===== config.mk =====
export PLATFORM = sky130hd
export DESIGN_NAME = add_1bit_serial_sched
export DESIGN_NICKNAME = d
export VERILOG_FILES = /design/src/rtl/add_1bit_serial_sched.sv
export SDC_FILE = /design/constraint.sdc
export NUM_CORES = 1
export LEC_CHECK = 0
export CAP_MARGIN = 20
export CORE_MARGIN = 2
export CORE_UTILIZATION = 46
export DETAILED_ROUTE_END_ITERATION = 6
export PLACE_DENSITY = 0.81
export SLEW_MARGIN = 5
export SYNTH_ARGS = -nofsm -noshare
export SYNTH_HDL_FRONTEND = slang
export SYNTH_SLANG_ARGS = --single-unit

===== constraint.sdc =====
create_clock -name clk -period 2.7 [get_ports clk]
set_clock_uncertainty 0.15 [all_clocks]
set_input_delay 0.54 -clock clk [delete_from_list [all_inputs] [get_ports clk]]
set_output_delay 0.54 -clock clk [all_outputs]
set_load 0.05 [all_outputs]

===== src/rtl/add_1bit_serial_sched.sv =====
// add_1bit_serial_sched: round-robin arbiter that feeds W-bit adds LSB-first through one shared
// external full adder and returns sum/carry on a valid/ready response port.
module add_1bit_serial_sched #(
   parameter int W = 4
) (
   input  logic         clk,
   input  logic         reset,
   input  logic         req0_valid,
   input  logic [W-1:0] req0_a,
   input  logic [W-1:0] req0_b,
   output logic         req0_ready,
   input  logic         req1_valid,
   input  logic [W-1:0] req1_a,
   input  logic [W-1:0] req1_b,
   output logic         req1_ready,
   output logic         fa_a,
   output logic         fa_b,
   output logic         fa_cin,
   input  logic         fa_sum,
   input  logic         fa_cout,
   output logic         rsp_valid,
   input  logic         rsp_ready,
   output logic [W-1:0] rsp_sum,
   output logic         rsp_cout,
   output logic         rsp_id
);
   localparam int IW = (W > 1) ? $clog2(W) : 1;
   typedef enum logic [1:0] {IDLE, RUN, DONE} state_t;
   state_t state;
   logic [W-1:0] a_sh, b_sh, sum_sh, sum_nx;
   logic [IW-1:0] idx;
   logic carry, ptr, id, g0, g1;
   generate
      if (W > 1) begin : g_shift
         assign sum_nx = {fa_sum, sum_sh[W-1:1]};
      end else begin : g_single
         assign sum_nx = fa_sum;
      end
   endgenerate
   // ptr holds the last grant; on a tie the other requester wins
   always_comb begin
      g0 = req0_valid & (~req1_valid | ptr);
      g1 = req1_valid & (~req0_valid | ~ptr);
      req0_ready = (state == IDLE) & g0;
      req1_ready = (state == IDLE) & g1;
      fa_a = (state == RUN) & a_sh[0];
      fa_b = (state == RUN) & b_sh[0];
      fa_cin = (state == RUN) & carry;
      rsp_valid = state == DONE;
      rsp_sum = rsp_valid ? sum_sh : '0;
      rsp_cout = rsp_valid & carry;
      rsp_id = id;
   end
   always_ff @(posedge clk) begin
      if (reset) begin
         state <= IDLE;
         a_sh <= '0;
         b_sh <= '0;
         sum_sh <= '0;
         carry <= 1'b0;
         idx <= '0;
         ptr <= 1'b1;
         id <= 1'b0;
      end else begin
         case (state)
            IDLE: if (g0 | g1) begin
               a_sh <= g1 ? req1_a : req0_a;
               b_sh <= g1 ? req1_b : req0_b;
               carry <= 1'b0;
               idx <= '0;
               id <= g1;
               ptr <= g1;
               state <= RUN;
            end
            RUN: begin
               sum_sh <= sum_nx;
               carry <= fa_cout;
               a_sh <= a_sh >> 1;
               b_sh <= b_sh >> 1;
               idx <= idx + IW'(1);
               if (idx == IW'(W - 1)) state <= DONE;
            end
            DONE: if (rsp_ready) state <= IDLE;
            default: state <= IDLE;
         endcase
      end
   end
endmodule


==> flow_metrics.env, run 1 <==
export IMPL_mostFrequentLayoutCell="clkdlybuf4s50_1"
export IMPL_wl_mm=2.36
export IMPL_fill_cells=181
export IMPL_layout_common_cells="clkdlybuf4s50_1, dfxtp_1, nor3_1"
export IMPL_yosys_warnings=0
export IMPL_syn_inst=116
export IMPL_hp_class="flop to flop"
export IMPL_clk_pin_slew_ns=0.11
export IMPL_cp_required_ns=2.01
export IMPL_relSlewSlack=0.602
export IMPL_routedWlPerCell_um=13.2
export IMPL_vias_per_cell=5.26
export IMPL_holdPathStages=2
export IMPL_finalCritPeriodShare=0.956
export IMPL_place_congestion=0.814
export IMPL_grt_use_total=0.217
export IMPL_cp_max_fo=6
export IMPL_vias=942
export IMPL_multi_input_area_sq_um=508
export IMPL_n_antenna_cell=0
export IMPL_cap_viol_max_count=0
export IMPL_hpwl_mm=1.80
export IMPL_grt_pass1_wl_mm=4.18
export IMPL_die_area_sq_um=2450
export IMPL_netlist_area_sq_um=953
export IMPL_antenna_found_initial=0
export IMPL_p_leak_uw=0.000560
export IMPL_fmax_mhz=388
export IMPL_postCtsSetupBuffers=0
export IMPL_syn_area_per_cell_sq_um=8.22
export IMPL_rsz0062_at_grt="no"
export IMPL_setup_viol=0
export IMPL_fin_util=0.711
export IMPL_hold_viol_final=0
export IMPL_cts_tree="yes"
export IMPL_regArea_sq_um=380
export IMPL_ys_seq_elements=19
export IMPL_die_y_um=49.5
export IMPL_h_tree_depth=1
export IMPL_drc=0
export IMPL_coreArea_sq_um=1960
export IMPL_ys_types=29
export IMPL_overflow=0
export IMPL_worstPathArrival_ns=1.89
export IMPL_synth_nets=140
export IMPL_grt_pass1_vias=992
export IMPL_dp_cells=175
export IMPL_grt_max_degree=16
export IMPL_cts_path_max_buffers=2
export IMPL_worstMarginPinSlew_ns=0.596
export IMPL_ioPinCount=35
export IMPL_cts_root_buf="clkbuf_4"
export IMPL_clock_latency_ns=0.29
export IMPL_hold_buffers=0
export IMPL_post_cts_resized=0
export IMPL_antenna_left=0
export IMPL_critPathLaunchType="input port"
export IMPL_yosysSeqAreaShare=0.399
export IMPL_critical_path_class="input port to output port"
export IMPL_drive_gt1_frac=0.132
export IMPL_irDropWorstVdd_uv=313
export IMPL_fin_cells=179
export IMPL_initialDrtViolationCount=28
export IMPL_die_x_um=49.5
export IMPL_worstRegToRegCells=4
export IMPL_tns_ns=0
export IMPL_outcome="finished, final reports clean"
export IMPL_syn_to_final_growth_pct=46.3
export IMPL_cts_sinks=19
export IMPL_rows=16
export IMPL_first_pass_iters=5
export IMPL_power_density_nw_per_um2=442
export IMPL_slew_violations=0
export IMPL_nets=177
export IMPL_start_util=0.486
export IMPL_min_period_ns=2.58
export IMPL_cp_end_kind="output port"
export IMPL_numPortBuffers=34
export IMPL_cts_buffers=3
-- critical path: stages --
cell and delay (ns):
clkdlybuf4s50_1 0.56, or3b_1 0.42, nor2_1 0.20, buf_12 0.16
-- cell families after synthesis --
family / synth area share
and+or+nand+nor: 0.295
AOI/OAI and AO/OA: 0.161
DFF: 0.399
buffers and inverters: 0.0682
muxes: 0.0630
adders and majority gates: 0.0131
-- final cells by class --
class,instances,share of cell area
clock buffers,4,0.0188
repair buffers,39,0.296
inverters,9,0.0242
flip-flops and latches,19,0.273
multi-input cells,81,0.364
well taps,27,0.0242
-- through the flow --
step	setup slack, ns	hold slack, ns	cell area (sq um)	total power, uW
global placement	0.163	0.290	1370	473
CTS	0.121	0.316	1400	619
detailed placement	0.132	0.299	1370	479
global route	0.0860	0.334	1400	656
finish	0.120	0.312	1400	617
floorplan	0.0592	0.279	953	402
-- sequential cells by signal, indices dropped and copies added, names as in the netlist --
name,flops
a_sh,4
b_sh,4
carry,1
idx,2
ptr,1
rsp_id,1
state,2
sum_sh,4
-- routing by layer --
| metal | vias to the layer above | global-route usage | share of wire |
|---|---|---|---|
| li1 | 479 | - | - |
| met1 | 423 | 0.265 | 0.44 |
| met2 | 36 | 0.360 | 0.50 |
| met3 | 4 | 0.0515 | 0.050 |
| met4 | 0 | 0.0972 | 0.0072 |
| met5 | - | 0 | 0 |
-- final timing paths --
| kind | startpoint | endpoint | slack [ns] |
|---|---|---|---|
| worst max-delay path | req0_valid | req0_ready | 0.12 |
| worst min register to register | a_sh[2] | a_sh[2] | 0.31 |
| worst max register to register | state[0] | b_sh[2] | 0.83 |
| worst min-delay path | a_sh[2] | a_sh[2] | 0.31 |
-- where the power goes --
| part | leakage (uW) | switching (uW) | internal (uW) | total, uW |
|---|---|---|---|---|
| registers | 0.000156 | 14.5 | 300 | 314 |
| logic | 0.000389 | 73.8 | 85.1 | 159 |
| clock network | 0.0000150 | 86.3 | 57.5 | 144 |
-- synth_stat cells --
cell       instances  area share
a2111oi_0          1      0.0092
a211oi_1           1      0.0079
a21bo_2            1       0.010
a21boi_1           1      0.0079
a21oi_1            3       0.016
a221o_1            1       0.010
a22oi_1            1      0.0079
and2_1             8       0.052
and2b_1            1      0.0079
buf_2              4       0.021
clkbuf_1           3       0.012
dfxtp_1           19        0.40
ha_1               1       0.013
inv_1              9       0.035
mux2i_1            6       0.063
nand2_1            2      0.0079
nand2b_1           7       0.046
nand3_1            6       0.031
nand3b_1           1      0.0079
nor2_1            10       0.039
nor2b_1            2       0.013
nor3_1            14       0.073
o211ai_1           1      0.0079
o21ai_0            2       0.010
o21ai_1            1      0.0052
o22ai_1            2       0.013
o32ai_1            6       0.055
or3_1              1      0.0066
or3b_1             1      0.0092
No activity file was read; power rests on OpenSTA's default activity.
==> run 2: changes to the inputs <==
- RECOVER_POWER: default -> 100
==> flow_metrics.env, run 2 (same netlist as run 1, synthesis figures left out) <==
export IMPL_reg_largest_list="a_sh (4), b_sh (4), sum_sh (4)"
export IMPL_critPathLaunchType="input port"
export IMPL_rows=16
export IMPL_slew_violations=0
export IMPL_die_x_um=49.5
export IMPL_grt_max_degree=16
export IMPL_fin_cells=179
export IMPL_p_int_uw=436
export IMPL_hp_class="flop to flop"
export IMPL_final_area_sq_um=1360
export IMPL_p_comb_frac=0.250
export IMPL_coreArea_sq_um=1960
export IMPL_clk_pin_slew_ns=0.10
export IMPL_hold_start="a_sh[2]"
export IMPL_r2r_start="state[0]"
export IMPL_cp_end_kind="output port"
export IMPL_cts_path_max_buffers=2
export IMPL_clock_latency_ns=0.29
export IMPL_outcome="finished, final reports clean"
export IMPL_antenna_found_initial=0
export IMPL_cts_root_buf="clkbuf_4"
export IMPL_critPathLaunch="req0_valid"
export IMPL_first_pass_iters=4
export IMPL_mostFrequentLayoutCell="clkdlybuf4s50_1"
export IMPL_cts_tree="yes"
export IMPL_cap_viol_max_count=0
export IMPL_dp_cells=175
export IMPL_fill_cells=187
export IMPL_nets=177
export IMPL_routedWlPerCell_um=12.9
export IMPL_vias_per_cell=5.27
export IMPL_irDropWorstVdd_uv=307
export IMPL_die_y_um=49.5
export IMPL_place_congestion=0.814
export IMPL_drc=0
export IMPL_grt_pass1_wl_mm=4.18
export IMPL_n_antenna_cell=0
export IMPL_syn_to_final_growth_pct=42.4
export IMPL_ioPinCount=35
export IMPL_antenna_left=0
export IMPL_min_period_ns=2.61
export IMPL_numPortBuffers=34
export IMPL_overflow=0
export IMPL_h_tree_depth=1
export IMPL_p_clk_frac=0.233
export IMPL_initialDrtViolationCount=31
export IMPL_hold_buffers=0
export IMPL_cts_sinks=19
export IMPL_worstPathArrival_ns=1.92
export IMPL_grt_use_total=0.217
export IMPL_relSlewSlack=0.391
export IMPL_postCtsSetupBuffers=0
export IMPL_cp_required_ns=2.01
export IMPL_wl_mm=2.32
export IMPL_critical_path_class="input port to output port"
export IMPL_hpwl_mm=1.80
export IMPL_hold_ws_ns=0.311
export IMPL_die_area_sq_um=2450
export IMPL_cts_buffers=3
export IMPL_worstMarginPinSlew_ns=0.905
export IMPL_seq_power_share=0.517
export IMPL_dpl_cell_area_sq_um=1370
export IMPL_power_density_nw_per_um2=447
export IMPL_tns_ns=0
export IMPL_cp_max_fo=6
export IMPL_start_util=0.486
export IMPL_rsz0062_at_grt="no"
export IMPL_grt_pass1_vias=992
export IMPL_hold_viol_final=0
export IMPL_p_leak_uw=0.000543
export IMPL_drive_gt1_frac=0.118
export IMPL_vias=943
export IMPL_fmax_mhz=383
export IMPL_p_sw_frac=0.281
export IMPL_layout_common_cells="clkdlybuf4s50_1, dfxtp_1, nor3_1"
export IMPL_setup_viol=0
export IMPL_post_cts_resized=0
export IMPL_finalCritPeriodShare=0.966
export IMPL_p_switching_uw=171
## run 2: layout make-up
cell class,count,area (sq um),share of cell area
sequential,19,380,0.280
tap,27,33.8,0.0249
timing repair buffer,39,375,0.276
multi-input combinational,81,508,0.374
inverter,9,33.8,0.0249
clock buffer,4,26.3,0.0194
## run 2: power groups by stage
stage               sequential, uW  clock (uW)  combinational (uW)
floorplan                      317           0                85.0
global placement               319           0                 154
detailed placement             320           0                 159
CTS                            314         146                 160
global route                   317         167                 165
finish                         314         141                 152
## run 2: stage by stage
step,power [uW],util,worst slack (ns)
after floorplan,402,-,0.0592
after global placement,473,0.698,0.163
after detailed placement,479,0.698,0.132
after CTS,619,0.711,0.121
after global routing,649,0.692,0.0569
final,607,0.692,0.0907
## run 2: layer usage
layer | vias up | GRT usage | wire length, um
met5 | - | 0 | 0
met4 | 0 | 0.0972 | 17
met3 | 4 | 0.0515 | 97
met2 | 29 | 0.360 | 1180
met1 | 426 | 0.265 | 1030
li1 | 484 | - | -
## run 2: critical path: stages
cell,delay (ns)
clkdlybuf4s50_1,0.57
or3b_1,0.42
nor2_1,0.11
clkbuf_2,0.28
## run 2: path summary, 6_finish.rpt
check               endpoint  slack [ns]  cells after the start
setup reg to reg     b_sh[2]        0.56                      4
hold reg to reg      a_sh[2]        0.31                      2
hold / removal       a_sh[2]        0.31                      2
setup / recovery  req0_ready        0.09                      4
